**src/rtl/timer_pkg.sv**
```systemverilog
// rtl/timer_pkg.sv - shared types and constants for the BCD countdown timer
package timer_pkg;

  typedef enum logic [1:0] {
    ST_IDLE,
    ST_RUN,
    ST_PAUSE,
    ST_ALARM
  } state_t;

  typedef logic [3:0] bcd_t;

  localparam bcd_t BCD_MAX = 4'd9;
  localparam int   KEY_W   = 10;

endpackage

```
**src/rtl/bcd_key_encoder.sv**
```systemverilog
// rtl/bcd_key_encoder.sv - one-hot decimal key to BCD digit with single-key valid
module bcd_key_encoder
  import timer_pkg::*;
(
  input  logic [KEY_W-1:0] d,
  output bcd_t             digit,
  output logic             valid
);

  // Digit is the index of the lowest set bit; valid only when exactly one bit is set.
  always_comb begin
    digit = '0;
    for (int i = KEY_W - 1; i >= 0; i--) begin
      if (d[i]) begin
        digit = bcd_t'(i);
      end
    end
    valid = (d != '0) && ((d & (d - {{(KEY_W-1){1'b0}}, 1'b1})) == '0);
  end

endmodule

```
**src/rtl/bcd_countdown_timer.sv**
```systemverilog
// rtl/bcd_countdown_timer.sv - two-digit BCD countdown timer; TIMER_AUTO_CLEAR_EN enables alarm self-clear
module bcd_countdown_timer
  import timer_pkg::*;
#(
  parameter int TICK_DIV  = 1,
  parameter int ALARM_LEN = 16
) (
  input  logic             clk,
  input  logic             reset,
  input  logic [KEY_W-1:0] d,
  input  logic             start,
  input  logic             stop,
  output bcd_t             high,
  output bcd_t             low,
  output logic             alarm
);

  localparam logic [15:0] TICK_LAST = 16'(TICK_DIV - 1);

  if (TICK_DIV < 1 || TICK_DIV > 65535 || ALARM_LEN < 1 || ALARM_LEN > 65536) begin : g_param_check
    $error("bcd_countdown_timer: TICK_DIV or ALARM_LEN out of range");
  end

  state_t           state_q, state_d;
  bcd_t             high_d, low_d;
  logic             alarm_d;
  logic [15:0]      presc_q, presc_d;
  logic [KEY_W-1:0] d_q, d_qq;
  logic             stop_q;
  logic             stop_rise;
  logic             nonzero;
  logic             key_press;
  bcd_t             key_digit;
  logic             key_valid;

`ifdef TIMER_AUTO_CLEAR_EN
  localparam logic [15:0] ALARM_LOAD = 16'(ALARM_LEN - 1);
  logic [15:0] alarm_cnt_q, alarm_cnt_d;
`endif

  // Keys are registered first, so a press is judged on the registered key
  // against the one before it; this gives the one-cycle key-to-digit latency.
  bcd_key_encoder u_key_enc (
    .d     (d_q),
    .digit (key_digit),
    .valid (key_valid)
  );

  assign key_press = key_valid && (d_qq == '0);
  assign stop_rise = stop && !stop_q;
  assign nonzero   = (high != '0) || (low != '0);

  // Next-state and datapath decisions; stop takes priority over start everywhere.
  always_comb begin
    state_d = state_q;
    high_d  = high;
    low_d   = low;
    alarm_d = alarm;
    presc_d = presc_q;
`ifdef TIMER_AUTO_CLEAR_EN
    alarm_cnt_d = alarm_cnt_q;
`endif
    case (state_q)
      ST_IDLE: begin
        if (stop) begin
          high_d = '0;
          low_d  = '0;
        end else if (start && nonzero) begin
          state_d = ST_RUN;
          presc_d = '0;
        end else if (key_press) begin
          high_d = low;
          low_d  = key_digit;
        end
      end
      ST_RUN: begin
        if (stop) begin
          state_d = ST_PAUSE;
        end else if (presc_q != TICK_LAST) begin
          presc_d = presc_q + 16'd1;
        end else begin
          presc_d = '0;
          if (nonzero) begin
            if (low == '0) begin
              low_d  = BCD_MAX;
              high_d = high - 4'd1;
            end else begin
              low_d = low - 4'd1;
            end
            if (high == '0 && low == 4'd1) begin
              state_d = ST_ALARM;
              alarm_d = 1'b1;
`ifdef TIMER_AUTO_CLEAR_EN
              alarm_cnt_d = ALARM_LOAD;
`endif
            end
          end
        end
      end
      ST_PAUSE: begin
        if (stop) begin
          if (stop_rise) begin
            state_d = ST_IDLE;
          end
        end else if (start) begin
          state_d = ST_RUN;
        end
      end
      ST_ALARM: begin
        if (stop_rise) begin
          state_d = ST_IDLE;
          alarm_d = 1'b0;
        end
`ifdef TIMER_AUTO_CLEAR_EN
        else if (alarm_cnt_q == '0) begin
          state_d = ST_IDLE;
          alarm_d = 1'b0;
        end else begin
          alarm_cnt_d = alarm_cnt_q - 16'd1;
        end
`else
        // alarm holds until an operator stop.
`endif
      end
      default: begin
        state_d = ST_IDLE;
      end
    endcase
  end

  // State, digits, prescaler and input history registers.
  always_ff @(posedge clk or negedge reset) begin
    if (!reset) begin
      state_q <= ST_IDLE;
      high    <= '0;
      low     <= '0;
      alarm   <= 1'b0;
      presc_q <= '0;
      d_q     <= '0;
      d_qq    <= '0;
      stop_q  <= 1'b0;
    end else begin
      state_q <= state_d;
      high    <= high_d;
      low     <= low_d;
      alarm   <= alarm_d;
      presc_q <= presc_d;
      d_q     <= d;
      d_qq    <= d_q;
      stop_q  <= stop;
    end
  end

`ifdef TIMER_AUTO_CLEAR_EN
  // Alarm duration down-counter, loaded when the count reaches 00.
  always_ff @(posedge clk or negedge reset) begin
    if (!reset) begin
      alarm_cnt_q <= '0;
    end else begin
      alarm_cnt_q <= alarm_cnt_d;
    end
  end
`endif

endmodule

```
**config.mk**
```make
export PLATFORM = sky130hd
export DESIGN_NAME = bcd_countdown_timer
export DESIGN_NICKNAME = d
export VERILOG_FILES = /design/src/rtl/timer_pkg.sv /design/src/rtl/bcd_key_encoder.sv /design/src/rtl/bcd_countdown_timer.sv
export SDC_FILE = /design/constraint.sdc
export NUM_CORES = 1
export LEC_CHECK = 0
export ABC_AREA = 1
export CORE_MARGIN = 5
export CORE_UTILIZATION = 35
export CTS_CLUSTER_SIZE = 14
export DETAILED_ROUTE_END_ITERATION = 16
export GPL_TIMING_DRIVEN = 0
export SLEW_MARGIN = 0
export SYNTH_ARGS = -nofsm -noshare
export SYNTH_HDL_FRONTEND = slang
export SYNTH_HIERARCHICAL = 1
export SYNTH_SLANG_ARGS = --single-unit
```
**constraint.sdc**
```tcl
create_clock -name clk -period 2.47 [get_ports clk]
set_input_delay 0.6175 -clock clk [delete_from_list [all_inputs] [get_ports clk]]
set_output_delay 0.6175 -clock clk [all_outputs]
set_load 0.03 [all_outputs]
```
==> impl_summary.log, run 1 <==
[metrics] run status: finished clean
[metrics] clock tree from TritonCTS: done
[metrics] Final Total Pwr: 2.93 mW
[metrics] final worst slack: between 0.3 and 0.4 ns
[metrics] final cycle utilization of the critical path: 84.4%
[metrics] combined area of all synthesized cells: between 0.002 and 0.003 sq mm
[metrics] Initial Utilization: a little over a third
[metrics] count of placed standard cells including taps: between 400 and 500
[metrics] maxcap violations: 0
[metrics] total number of placement rows: 32
[metrics] R2R Path End: high[0]
[metrics] aggregate negative setup slack: 0 ns
[metrics] CP cell instances: clkdlybuf4s50_1
[metrics] synthesized area per cell: between 7 and 8 sq um
[metrics] Clock Tree Root: sky130_fd_sc_hd__clkbuf_8
[metrics] Chip Width: between 90 and 100 microns
[metrics] number of routed nets with antenna violations: 0
[metrics] 1st-pass router iterations: 4
[metrics] 1st-iter DRT viols: 88
[metrics] Inserted Clock Buffers: 5
[metrics] count of final hold-check violations: 0
[metrics] number of library cell types mapped by synthesis: 32
[metrics] routed vias: roughly 2400
[metrics] worst supply voltage drop on vdd: around 0.00037 V
[metrics] TritonCTS sink count: 48
[metrics] via count of the first global-routing pass: 2381
[metrics] type of the tightest min-delay check: input pin to asynchronous set/reset pin
[metrics] Antenna diodes: 0
[metrics] post-CTS resize count: 0
[metrics] average via count per standard cell: about 4.8
[metrics] routed wire length per instance: 12.1 microns
[metrics] Crit path arrival time: around 1.5 ns
[metrics] Final Hold Slack: around 0.22 ns
[metrics] Max-slew headroom: between 70% and 80%
[metrics] standard cell with the maximum stage delay on the critical path: sky130_fd_sc_hd__clkdlybuf4s50_1
[metrics] r2r worst-path depth: 16
[metrics] Setup WS pre-CTS: 0.340 ns
[metrics] clock slew seen by the registers of the worst setup and hold paths: approximately 0.10 ns
[metrics] final HPWL from detailed placement: between 4000 and 5000 microns
[metrics] max-slew violations: 0
[metrics] most area-consuming cells after synthesis: sky130_fd_sc_hd__dfrtp_1 44%, sky130_fd_sc_hd__nand2_1 14%, sky130_fd_sc_hd__nor2_1 5.4%
[metrics] number of standard cells after synthesis: ~370
[metrics] final RePlAce weighted congestion: a little over 0.8
[metrics] cell type contributing the most total cell area after synthesis: sky130_fd_sc_hd__dfrtp_1
[metrics] non-filler cells in the finished layout: roughly 500
[metrics] dominant delay contributor by cell family on the critical path: buffers and inverters
[metrics] time the worst path needs with I/O delays and setup: between 2 and 2.5 ns
[metrics] worst setup path class: register to output port
[metrics] net count after synthesis: roughly 380
[metrics] net count of the finished layout: between 400 and 500
[metrics] Crit path buffers/inverters: 1
[metrics] worst clock skew: roughly 0.012 ns
[metrics] total power per unit cell area: 911 mW/mm^2
[metrics] Setup Fix Bufs, Post-CTS: 0
[metrics] Final setup viols: 0
[metrics] pin count of the biggest net entering global routing: 35
[metrics] CTS H-Tree Depth: 2
[metrics] post-synthesis sequential area ratio: between 40% and 50%
[metrics] placed cell areas: roughly 0.0031 sq mm
[metrics] antenna violations before repair: 0
[metrics] R2R Setup Slk: about 0.51 ns
[metrics] number of hold buffers added after CTS: 0
[metrics] Synthesis Warnings: 6
[metrics] slew at the pin closest to its max-slew limit: ~0.39 ns
[metrics] critical register-to-register path startpoint: d_q[1]
[metrics] global-route wire length before repair: between 10000 and 15000 microns
[metrics] Die H: between 90 and 100 microns
[metrics] unrepaired setup endpoints after global routing: false
[metrics] count of buffers inserted at the top-level ports: 22
[metrics] total DRC errors in the routed layout: 0
[metrics] share of layout cells above drive strength 1: between 10 and 15%
[metrics] CP Max Fanout: 6
[metrics] core occupancy in the finished layout: around two fifths
[metrics] Post-Layout Inst Area: roughly 0.0032 sq mm
[metrics] nature of the critical path startpoint: register
[metrics] GR Overflow Total: 0
[metrics] share of the synthesized area in the top cell type: a little over two fifths
[metrics] wire length after detailed routing: around 6000 microns
[metrics] core region area: 0.00769 sq mm
[metrics] total global-route track usage: 13.1%
[metrics] required arrival time at the worst endpoint: 1.85 ns
[metrics] upper clock frequency limit: 480 MHz
[metrics] clock latency of the later-clocked register in the worst-skew pair: about 0.30 ns
[metrics] area enclosed by the die boundary: between 0.009 and 0.01 sq mm
[metrics] reported leakage power: about 1.5 nW
[metrics] Max Root-Sink Buffers: 2
[metrics] maximum cell stage delay along the critical path: approximately 0.7 ns
[metrics] I/O pins: 23
[metrics] growth of design area from synthesis to finish: 16.5%
[metrics] nature of the critical path endpoint: output port
[metrics] Yosys reg bits: 48
## flip-flops by register name, summed over array words and instances (netlist names)
register  count
d_q          10
d_qq         10
alarm         1
high          4
state_q       2
presc_q      16
stop_q        1
low           4
## cells in the mapped netlist
cell type and number:
sky130_fd_sc_hd__a21oi_1 8, sky130_fd_sc_hd__a21oi_2 2, sky130_fd_sc_hd__a22oi_1 1, sky130_fd_sc_hd__a31o_2 1, sky130_fd_sc_hd__a31oi_1 2, sky130_fd_sc_hd__and2_0 1
sky130_fd_sc_hd__buf_2 1, sky130_fd_sc_hd__buf_4 1, sky130_fd_sc_hd__buf_6 3, sky130_fd_sc_hd__buf_8 1, sky130_fd_sc_hd__dfrtp_1 48, sky130_fd_sc_hd__ha_1 4
sky130_fd_sc_hd__inv_1 39, sky130_fd_sc_hd__inv_2 8, sky130_fd_sc_hd__nand2_1 103, sky130_fd_sc_hd__nand2_2 6, sky130_fd_sc_hd__nand2_4 2, sky130_fd_sc_hd__nand3_1 27
sky130_fd_sc_hd__nand3_2 2, sky130_fd_sc_hd__nand3b_1 1, sky130_fd_sc_hd__nand4_1 18, sky130_fd_sc_hd__nor2_1 40, sky130_fd_sc_hd__nor2_2 7, sky130_fd_sc_hd__nor2_4 6
sky130_fd_sc_hd__nor3_1 3, sky130_fd_sc_hd__nor3_4 1, sky130_fd_sc_hd__o211ai_1 1, sky130_fd_sc_hd__o21ai_0 10, sky130_fd_sc_hd__o21ai_1 13, sky130_fd_sc_hd__o22ai_1 4
sky130_fd_sc_hd__or2_2 1, sky130_fd_sc_hd__xnor2_1 1
## kinds of logic after synthesis
| kind of cell | Yosys count | synth area share, % |
|---|---|---|
| AOI/OAI and AO/OA | 42 | 8.48 |
| xor gates and xnor gates | 1 | 0.318 |
| adders and majority gates | 4 | 1.81 |
| buffers and inverters | 53 | 8.62 |
| DFF | 48 | 43.5 |
| and+or+nand+nor | 218 | 37.2 |
## layer usage
metal	track usage [%]	wire length (microns)	up-vias
met5	0	0	-
met4	3.57	53	0
met3	2.62	167	5
met2	22.1	2870	33
met1	17.2	2940	1134
li1	-	-	1236
## layout by cell type (no fill, tap or decap), types with 2 or more instances in the layout
master,instances
sky130_fd_sc_hd__a21oi_1,8
sky130_fd_sc_hd__o22ai_1,4
sky130_fd_sc_hd__buf_6,3
sky130_fd_sc_hd__nand3_1,27
sky130_fd_sc_hd__clkbuf_8,6
sky130_fd_sc_hd__a31oi_1,2
sky130_fd_sc_hd__o21ai_1,13
sky130_fd_sc_hd__nor2_4,6
sky130_fd_sc_hd__nor3_1,3
sky130_fd_sc_hd__buf_2,2
sky130_fd_sc_hd__inv_2,8
sky130_fd_sc_hd__nand4_1,18
sky130_fd_sc_hd__nand3_2,2
sky130_fd_sc_hd__nand2_2,6
sky130_fd_sc_hd__nor2_1,40
sky130_fd_sc_hd__o21ai_0,10
sky130_fd_sc_hd__ha_1,4
sky130_fd_sc_hd__nand2_4,2
sky130_fd_sc_hd__nor2_2,7
sky130_fd_sc_hd__nand2_1,103
sky130_fd_sc_hd__dfrtp_1,48
sky130_fd_sc_hd__clkdlybuf4s50_1,21
sky130_fd_sc_hd__a21oi_2,2
sky130_fd_sc_hd__inv_1,39
## area by class of cell
| class | instances | area [sq um] |
|---|---|---|
| buffer | 6 | 61.3 |
| clock buffer | 6 | 82.6 |
| clock inverter | 1 | 8.76 |
| fill | 824 | 4470 |
| inverter | 47 | 176 |
| multi-input combinational | 265 | 1320 |
| sequential | 48 | 1200 |
| tap | 102 | 128 |
| timing repair buffer | 23 | 235 |
## power by group
group	total, mW	internal, mW	switching [mW]
combinational	1.43	0.525	0.906
sequential	1.01	0.891	0.116
clock	0.490	0.224	0.266
total	2.93	1.64	1.29
## worst max path at each step
stage / end / slack, ns / start / cells after the start
2_1_floorplan: high[2] / 0.75 / d_q[1] / 16
3_3_place_gp: alarm / -0.61 / reset / 1
3_5_place_dp: alarm / 0.34 / stop / 8
4_1_cts: low[0] / 0.36 / low[0] / 1
5_1_grt: high[0] / 0.17 / d_q[1] / 16
6_report: low[0] / 0.39 / low[0] / 1
Note: power is estimated with default switching activity, not from simulation.
==> run 2: changes to the inputs <==
==> constraint.sdc (replaced) <==
create_clock -name clk -period 1.7 [get_ports clk]
set_input_delay 0.425 -clock clk [delete_from_list [all_inputs] [get_ports clk]]
set_output_delay 0.425 -clock clk [all_outputs]
set_load 0.03 [all_outputs]
==> run 2 against run 1 <==
  * The run now ends with negative setup slack left
  * Cell count rose by 3.4%
  * Worst setup slack got worse by 0.57 ns
  * Routed wire length rose by 0.43%
  * Sequential share of layout area fell by 2.2 points
  * Die area did not move
  * Core utilization rose by 2.7 points
  * Final area rose by 6.3%
  * Critical path type is now register to register
  * Largest cell class unchanged
==> impl_summary.log, run 2 (synthesis gave the netlist of run 1 again) <==
[metrics] clock latency of the later-clocked register in the worst-skew pair: 0.30 ns (about the same)
[metrics] CP cell instances: nor2_2 > nand2_2 > nand2_1 > nand3_1 > nor2_2 > nand2_1 > inv_1 > nand2_1 > nor2_1 > nand2_1 > nand2_2 > nand2_2 > nor2_4 > nand2_2 > nand2_2 > nand2_2 (was clkdlybuf4s50_1)
[metrics] final cycle utilization of the critical path: 111%
[metrics] final HPWL from detailed placement: 4590 microns (was 4650 microns)
[metrics] number of flip-flops in the largest register: 16 (unchanged)
[metrics] fill cell count: 788 (was 824)
[metrics] leading registers by flop count: presc_q: 16 flops, d_q: 10 flops, d_qq: 10 flops (unchanged)
[metrics] growth of design area from synthesis to finish: 23.9% (was 16.5%)
[metrics] required arrival time at the worst endpoint: 1.89 ns (was 1.85 ns)
[metrics] clock slew seen by the registers of the worst setup and hold paths: 0.09 ns (was 0.10 ns)
[metrics] type of the tightest min-delay check: input pin to asynchronous set/reset pin (unchanged)
[metrics] routed wire length per instance: 11.7 microns (was 12.1 microns)
[metrics] TritonCTS sink count: 48 (unchanged)
[metrics] upper clock frequency limit: between 500 and 600 MHz
[metrics] total power per unit cell area: 1340 mW/mm^2 (was 911 mW/mm^2)
[metrics] routed vias: 2466 (was 2408)
[metrics] nature of the critical path endpoint: register (was output port)
[metrics] final RePlAce weighted congestion: 0.850 (was 0.829)
[metrics] violations in the final reports: negative setup slack
[metrics] placed cell areas: 0.00312 sq mm (about the same)
[metrics] count of placed standard cells including taps: 491 (unchanged)
[metrics] final worst slack: -0.186 ns (was 0.386 ns)
[metrics] standard cell with the maximum stage delay on the critical path: sky130_fd_sc_hd__dfrtp_1 (was sky130_fd_sc_hd__clkdlybuf4s50_1)
[metrics] count of buffers inserted at the top-level ports: 22 (unchanged)
[metrics] clock group share of total power: 19.0% (was 16.7%)
[metrics] Seq pwr share: 31.6% (was 34.4%)
[metrics] total number of placement rows: 32 (unchanged)
[metrics] core region area: 0.00769 sq mm (unchanged)
[metrics] Initial Utilization: 35.9% (unchanged)
[metrics] Max-slew headroom: 72.8% (was 74.2%)
[metrics] most frequent standard cell in the layout excluding fill and tap cells: sky130_fd_sc_hd__nand2_1 (unchanged)
[metrics] net count of the finished layout: 430 (was 414)
[metrics] Final Hold Slack: 0.0388 ns (was 0.218 ns)
[metrics] worst supply voltage drop on vdd: 0.000719 V (was 0.000374 V)
[metrics] run status: finished with violations (was finished clean)
[metrics] share of layout cells above drive strength 1: 20.6% (was 12.9%)
[metrics] total DRC errors in the routed layout: 0 (unchanged)
[metrics] 1st-iter DRT viols: 111 (was 88)
[metrics] number of routed nets with antenna violations: 0 (unchanged)
[metrics] Crit path arrival time: 2.07 ns (was 1.47 ns)
[metrics] max-slew violations: 0 (unchanged)
[metrics] aggregate negative setup slack: -1.40 ns (was 0 ns)
[metrics] non-filler cells in the finished layout: 515 (was 498)
[metrics] wire length after detailed routing: 6050 microns (was 6020 microns)
[metrics] I/O pins: 23 (unchanged)
[metrics] Antenna diodes: 0 (unchanged)
[metrics] Crit path buffers/inverters: 1 (unchanged)
[metrics] Clock Tree Root: sky130_fd_sc_hd__clkbuf_8 (unchanged)
[metrics] dominant delay contributor by cell family on the critical path: simple AND/OR/NAND/NOR gates (was buffers and inverters)
[metrics] count of final hold-check violations: 0 (unchanged)
[metrics] pin count of the biggest net entering global routing: 35 (unchanged)
[metrics] switching component of the power: 1.95 mW (was 1.29 mW)
[metrics] average via count per standard cell: 4.79 (was 4.84)
[metrics] cell type with the highest occurrence count on the critical path: sky130_fd_sc_hd__nand2_2
[metrics] GR Overflow Total: 0 (unchanged)
[metrics] worst clock skew: 0.00881 ns (was 0.0119 ns)
[metrics] area enclosed by the die boundary: 0.00976 sq mm (unchanged)
[metrics] slew at the pin closest to its max-slew limit: 0.408 ns (was 0.388 ns)
[metrics] Inserted Clock Buffers: 5 (unchanged)
[metrics] Cell Int Power: 2.62 mW (was 1.64 mW)
[metrics] maxcap violations: 0 (unchanged)
[metrics] switching portion of total power: 42.8% (was 44.0%)
[metrics] time the worst path needs with I/O delays and setup: between 1.5 and 2 ns
[metrics] antenna violations before repair: 0 (unchanged)
[metrics] Die H: 98.8 microns (unchanged)
[metrics] Max Root-Sink Buffers: 2 (unchanged)
[metrics] via count of the first global-routing pass: 2296 (was 2381)
[metrics] total global-route track usage: 12.8% (was 13.1%)
[metrics] unrepaired setup endpoints after global routing: true (was false)
[metrics] fraction of power consumed by combinational cells: 49.4% (was 48.9%)
[metrics] clock tree from TritonCTS: done (unchanged)
[metrics] CTS H-Tree Depth: 2 (unchanged)
[metrics] Post-Layout Inst Area: 0.00342 sq mm (was 0.00321 sq mm)
[metrics] Final setup viols: 8 (was 0)
[metrics] number of hold buffers added after CTS: 0 (unchanged)
[metrics] CP Max Fanout: 5 (was 6)
[metrics] Chip Width: 98.8 microns (unchanged)
[metrics] Reg with most FFs: presc_q (unchanged)
[metrics] 1st-pass router iterations: 4 (unchanged)
[metrics] worst setup path class: register to register (was register to output port)
[metrics] nature of the critical path startpoint: register (unchanged)
[metrics] top library cells by usage in the layout, fill and taps aside: 97 x sky130_fd_sc_hd__nand2_1, 48 x sky130_fd_sc_hd__dfrtp_1, 38 x sky130_fd_sc_hd__nor2_1 (was 103 x sky130_fd_sc_hd__nand2_1, 48 x sky130_fd_sc_hd__dfrtp_1, 40 x sky130_fd_sc_hd__nor2_1)
[metrics] maximum cell stage delay along the critical path: 0.43 ns (was 0.71 ns)
[metrics] reported leakage power: 1.65 nW (was 1.52 nW)
[metrics] global-route wire length before repair: 10500 microns (was 10600 microns)
==> run 2: cell count changes in the layout (fill, tap and decap cells not counted), moves of 5 or more <==
cell	change
sky130_fd_sc_hd__buf_4	+12
sky130_fd_sc_hd__clkdlybuf4s50_1	-9
sky130_fd_sc_hd__dlygate4sd2_1	+9
sky130_fd_sc_hd__nand2_1	-6
sky130_fd_sc_hd__nand2_2	+5
==> run 2: power by group through the flow <==
stage	sequential, mW	combinational (mW)	clock (mW)
floorplan	1.62	1.39	0
global placement	1.48	2.07	0
detailed placement	1.48	2.10	0
CTS	1.45	2.10	0.905
global route	1.47	2.52	0.947
finish	1.44	2.26	0.867
==> run 2: worst register-to-register path: stages, from the launching register on <==
cell and delay [ns]:
sky130_fd_sc_hd__dfrtp_1 0.43, sky130_fd_sc_hd__nor2_2 0.17, sky130_fd_sc_hd__nand2_2 0.12, sky130_fd_sc_hd__nand2_1 0.08, sky130_fd_sc_hd__nand3_1 0.10, sky130_fd_sc_hd__nor2_2 0.11, sky130_fd_sc_hd__nand2_1 0.06, sky130_fd_sc_hd__inv_1 0.04
sky130_fd_sc_hd__nand2_1 0.05, sky130_fd_sc_hd__nor2_1 0.08, sky130_fd_sc_hd__nand2_1 0.08, sky130_fd_sc_hd__nand2_2 0.08, sky130_fd_sc_hd__nand2_2 0.07, sky130_fd_sc_hd__nor2_4 0.12, sky130_fd_sc_hd__nand2_2 0.09, sky130_fd_sc_hd__nand2_2 0.07
sky130_fd_sc_hd__nand2_2 0.05
==> run 2: final cells by class <==
cell class	count	area (sq um)	area share, %
multi-input cells	265	1370	40.1
flip-flops and latches	48	1200	35.2
repair buffers	39	359	10.5
inverters	47	176	5.16
well taps	102	128	3.73
clock buffers	6	82.6	2.42
plain buffers	6	61.3	1.79
clock inverters	2	38.8	1.14
==> run 2: final timing paths <==
path	slack, ns	depth (start not counted)	to	start
worst max-delay path	-0.19	16	low[0]	d_q[0]
worst min-delay path	0.04	1	presc_q[8]	reset
worst max register to register	-0.19	16	low[0]	d_q[0]
worst min register to register	0.40	0	d_qq[7]	d_q[7]
max in group asynchronous	1.15	2	d_qq[7]	reset
min in group clk	0.40	0	d_qq[7]	d_q[7]
==> run 2: what timing repair did <==
| action | CTS | global route |
|---|---|---|
| setup endpoints to repair | 18 | 22 |
| resized for setup | 19 | 12 |
| hold endpoints to repair | 0 | 0 |
| pin swaps | 15 | 9 |
| setup buffers | 10 | 6 |
==> run 2: per-stage QoR <==
stage	utilization, %	power (mW)	setup WS (ns)
global placement	40.4	3.55	-1.16
floorplan	-	3.01	-0.0137
finish	44.4	4.57	-0.186
detailed placement	40.6	3.58	-0.270
global route	44.4	4.93	-0.361
CTS	43.3	4.46	-0.177
==> run 2: layer usage <==
layer	vias up	track usage [%]	part of all wire, %
li1	1275	-	-
met1	1151	17.7	49
met2	34	20.9	47
met3	6	2.62	3.0
met4	0	2.31	1.0
met5	-	0	0
==> run 3: changes to the inputs <==
--- a/config.mk
+++ b/config.mk
@@ -11,6 +11,7 @@
 export CTS_CLUSTER_SIZE = 14
 export DETAILED_ROUTE_END_ITERATION = 16
 export GPL_TIMING_DRIVEN = 0
+export RECOVER_POWER = 100
 export SLEW_MARGIN = 0
 export SYNTH_ARGS = -nofsm -noshare
 export SYNTH_HDL_FRONTEND = slang
==> run 3 against run 2 <==
  * Routed wire length barely moved
  * Register-to-register slack barely moved
  * Largest cell class unchanged
  * Core utilization fell by 0.47 points
  * Die area did not move
  * Critical path depth did not move
  * Clock power barely moved
  * Sequential cell count did not move
  * Sequential power barely moved
  * Clock skew rose by 0.0029 ns
  * The run still ends with negative setup slack left
  * Critical endpoint unchanged
==> impl_summary.log, run 3 (synthesis gave the netlist of run 1 again) <==
[metrics] run status: finished with violations (unchanged)
[metrics] violations in the final reports: negative setup slack (unchanged)
[metrics] Post-Layout Inst Area: 0.00338 sq mm (was 0.00342 sq mm)
[metrics] Sequential Area: 0.00120 sq mm (unchanged)
[metrics] net count of the finished layout: 430 (unchanged)
[metrics] pin count of the biggest net entering global routing: 35 (unchanged)
[metrics] clock tree from TritonCTS: done (unchanged)
[metrics] standard cell with the maximum stage delay on the critical path: sky130_fd_sc_hd__dfrtp_1 (unchanged)
[metrics] CP Max Fanout: 5 (unchanged)
[metrics] Die H: 98.8 microns (unchanged)
[metrics] nature of the critical path startpoint: register (unchanged)
[metrics] via count of the first global-routing pass: 2296 (unchanged)
[metrics] Reg with most FFs: presc_q (unchanged)
[metrics] Max Root-Sink Buffers: 2 (unchanged)
[metrics] R2R Setup Slk: -0.19 ns (about the same)
[metrics] Stages on worst setup path: 16 (unchanged)
[metrics] growth of design area from synthesis to finish: 22.5% (was 23.9%)
[metrics] most frequent standard cell in the layout excluding fill and tap cells: sky130_fd_sc_hd__nand2_1 (unchanged)
[metrics] core occupancy in the finished layout: 44.0% (was 44.4%)
[metrics] type of the tightest min-delay check: input pin to asynchronous set/reset pin (unchanged)
[metrics] Final Hold Slack: 0.210 ns (was 0.0388 ns)
[metrics] Final setup viols: 22 (was 8)
[metrics] 1st-pass router iterations: 4 (unchanged)
[metrics] nature of the critical path endpoint: register (unchanged)
[metrics] global-route wire length before repair: 10500 microns (unchanged)
[metrics] CTS H-Tree Depth: 2 (unchanged)
[metrics] time the worst path needs with I/O delays and setup: 1.89 ns (about the same)
[metrics] leading registers by flop count: presc_q: 16 flops, d_q: 10 flops, d_qq: 10 flops (unchanged)
[metrics] reported leakage power: 1.63 nW (was 1.65 nW)
[metrics] total power per unit cell area: 1350 mW/mm^2 (was 1340 mW/mm^2)
[metrics] clock slew seen by the registers of the worst setup and hold paths: 0.10 ns (was 0.09 ns)
[metrics] worst clock skew: 0.0117 ns (was 0.00881 ns)
[metrics] Crit path buffers/inverters: 1 (unchanged)
[metrics] number of hold buffers added after CTS: 0 (unchanged)
[metrics] crit path from: d_q[0] (unchanged)
[metrics] count of final hold-check violations: 0 (unchanged)
[metrics] Max-slew headroom: 40.7% (was 72.8%)
[metrics] r2r worst-path depth: 16 (unchanged)
[metrics] final worst slack: -0.187 ns (was -0.186 ns)
[metrics] Clock Tree Root: sky130_fd_sc_hd__clkbuf_8 (unchanged)
[metrics] core region area: 0.00769 sq mm (unchanged)
[metrics] worst supply voltage drop on vdd: 0.000716 V (was 0.000719 V)
[metrics] Antenna diodes: 0 (unchanged)
[metrics] share of layout cells above drive strength 1: 19.4% (was 20.6%)
[metrics] area occupied by multi-input gates: 0.00137 sq mm (unchanged)
[metrics] final cycle utilization of the critical path: 111% (about the same)
[metrics] count of buffers inserted at the top-level ports: 22 (unchanged)
[metrics] clock latency of the later-clocked register in the worst-skew pair: 0.30 ns (about the same)
[metrics] routed wire length per instance: 11.7 microns (about the same)
[metrics] upper clock frequency limit: 530 MHz (about the same)
[metrics] Crit path arrival time: 2.08 ns (was 2.07 ns)
[metrics] cell type with the highest occurrence count on the critical path: sky130_fd_sc_hd__nand2_2 (unchanged)
[metrics] total DRC errors in the routed layout: 0 (unchanged)
[metrics] placed cell areas: 0.00312 sq mm (unchanged)
[metrics] number of routed nets with antenna violations: 0 (unchanged)
[metrics] final HPWL from detailed placement: 4590 microns (unchanged)
[metrics] area enclosed by the die boundary: 0.00976 sq mm (unchanged)
[metrics] final RePlAce weighted congestion: 0.850 (unchanged)
[metrics] max-slew violations: 0 (unchanged)
[metrics] number of flip-flops in the largest register: 16 (unchanged)
[metrics] CP cell instances: nor2_2 > nand2_2 > nand2_1 > nand3_1 > nor2_2 > nand2_1 > inv_1 > nand2_1 > nor2_1 > nand2_1 > nand2_2 > nand2_2 > nor2_4 > nand2_2 > nand2_2 > nand2_2 (unchanged)
[metrics] required arrival time at the worst endpoint: 1.89 ns (about the same)
[metrics] TritonCTS sink count: 48 (unchanged)
[metrics] R2R Path End: low[0] (unchanged)
[metrics] Initial Utilization: 35.9% (unchanged)
[metrics] maxcap violations: 0 (unchanged)
[metrics] 1st-iter DRT viols: 96 (was 111)
[metrics] average via count per standard cell: 4.75 (was 4.79)
[metrics] GR Overflow Total: 0 (unchanged)
[metrics] fill cell count: 796 (was 788)
[metrics] worst setup path class: register to register (unchanged)
[metrics] maximum cell stage delay along the critical path: 0.43 ns (about the same)
[metrics] Inserted Clock Buffers: 5 (unchanged)
[metrics] routed vias: 2445 (was 2466)
[metrics] dominant delay contributor by cell family on the critical path: simple AND/OR/NAND/NOR gates (unchanged)
[metrics] top library cells by usage in the layout, fill and taps aside: 97 x sky130_fd_sc_hd__nand2_1, 48 x sky130_fd_sc_hd__dfrtp_1, 38 x sky130_fd_sc_hd__nor2_1 (unchanged)
[metrics] wire length after detailed routing: 6050 microns (about the same)
[metrics] total number of placement rows: 32 (unchanged)
[metrics] critical register-to-register path startpoint: d_q[0] (unchanged)
[metrics] Worst setup endpoint: low[0] (unchanged)
[metrics] Chip Width: 98.8 microns (unchanged)
[metrics] slew at the pin closest to its max-slew limit: 0.890 ns (was 0.408 ns)
[metrics] total global-route track usage: 12.8% (unchanged)
[metrics] antenna violations before repair: 0 (unchanged)
[metrics] unrepaired setup endpoints after global routing: true (unchanged)
[metrics] I/O pins: 23 (unchanged)
[run 3: how the worst min path moves through the flow]
stage	startpoint	to	slack, ns	cells after the start
after floorplan	reset	alarm	0.13	0
after global placement	d_q[7]	d_qq[7]	0.36	0
after detailed placement	d_q[7]	d_qq[7]	0.36	0
after CTS	reset	presc_q[8]	0.05	1
after global routing	reset	presc_q[8]	0.29	1
final	reset	presc_q[8]	0.21	1
[run 3: per-stage QoR]
step | setup WS, ns | total power, mW | cells | TNS (ns)
after floorplan | -0.0137 | 3.01 | 366 | -0.0696
after global placement | -1.16 | 3.55 | 490 | -60.47
after detailed placement | -0.270 | 3.58 | 491 | -5.57
after CTS | -0.177 | 4.46 | 509 | -1.36
after global routing | -0.361 | 4.92 | 515 | -4.88
final | -0.187 | 4.56 | 515 | -1.97
[run 3: power by group]
group,leakage [nW],switching [mW],total (mW),internal (mW)
combinational,0.963,1.42,2.24,0.825
sequential,0.609,0.150,1.44,1.29
clock,0.0614,0.388,0.869,0.481
[run 3: layout make-up]
cell class                 instances  share of cell area, %
tap                              102                   3.77
timing repair buffer              39                   9.55
clock inverter                     2                   1.15
clock buffer                       6                   2.44
sequential                        48                   35.5
buffer                             6                   1.81
inverter                          47                   5.22
multi-input combinational        265                   40.5
[run 3: timing repair]
| item | CTS | global route |
|---|---|---|
| buffers inserted | 10 | 6 |
| setup endpoints to repair | 18 | 22 |
| gates resized for setup | 19 | 12 |
| pin swaps | 15 | 9 |
[run 3: metal layers]
layer	track usage (%)	vias to the layer above	share of wire (%)
li1	-	1276	-
met1	17.7	1122	48
met2	20.9	43	48
met3	2.62	4	3.7
met4	2.31	0	0.66
met5	0	-	0
[run 3: worst register-to-register path: stages (launching register included)]
cell	delay, ns
sky130_fd_sc_hd__dfrtp_1	0.43
sky130_fd_sc_hd__nor2_2	0.17
sky130_fd_sc_hd__nand2_2	0.13
sky130_fd_sc_hd__nand2_1	0.08
sky130_fd_sc_hd__nand3_1	0.10
sky130_fd_sc_hd__nor2_2	0.10
sky130_fd_sc_hd__nand2_1	0.06
sky130_fd_sc_hd__inv_1	0.04
sky130_fd_sc_hd__nand2_1	0.05
sky130_fd_sc_hd__nor2_1	0.08
sky130_fd_sc_hd__nand2_1	0.08
sky130_fd_sc_hd__nand2_2	0.08
sky130_fd_sc_hd__nand2_2	0.07
sky130_fd_sc_hd__nor2_4	0.12
sky130_fd_sc_hd__nand2_2	0.09
sky130_fd_sc_hd__nand2_2	0.07
sky130_fd_sc_hd__nand2_2	0.05
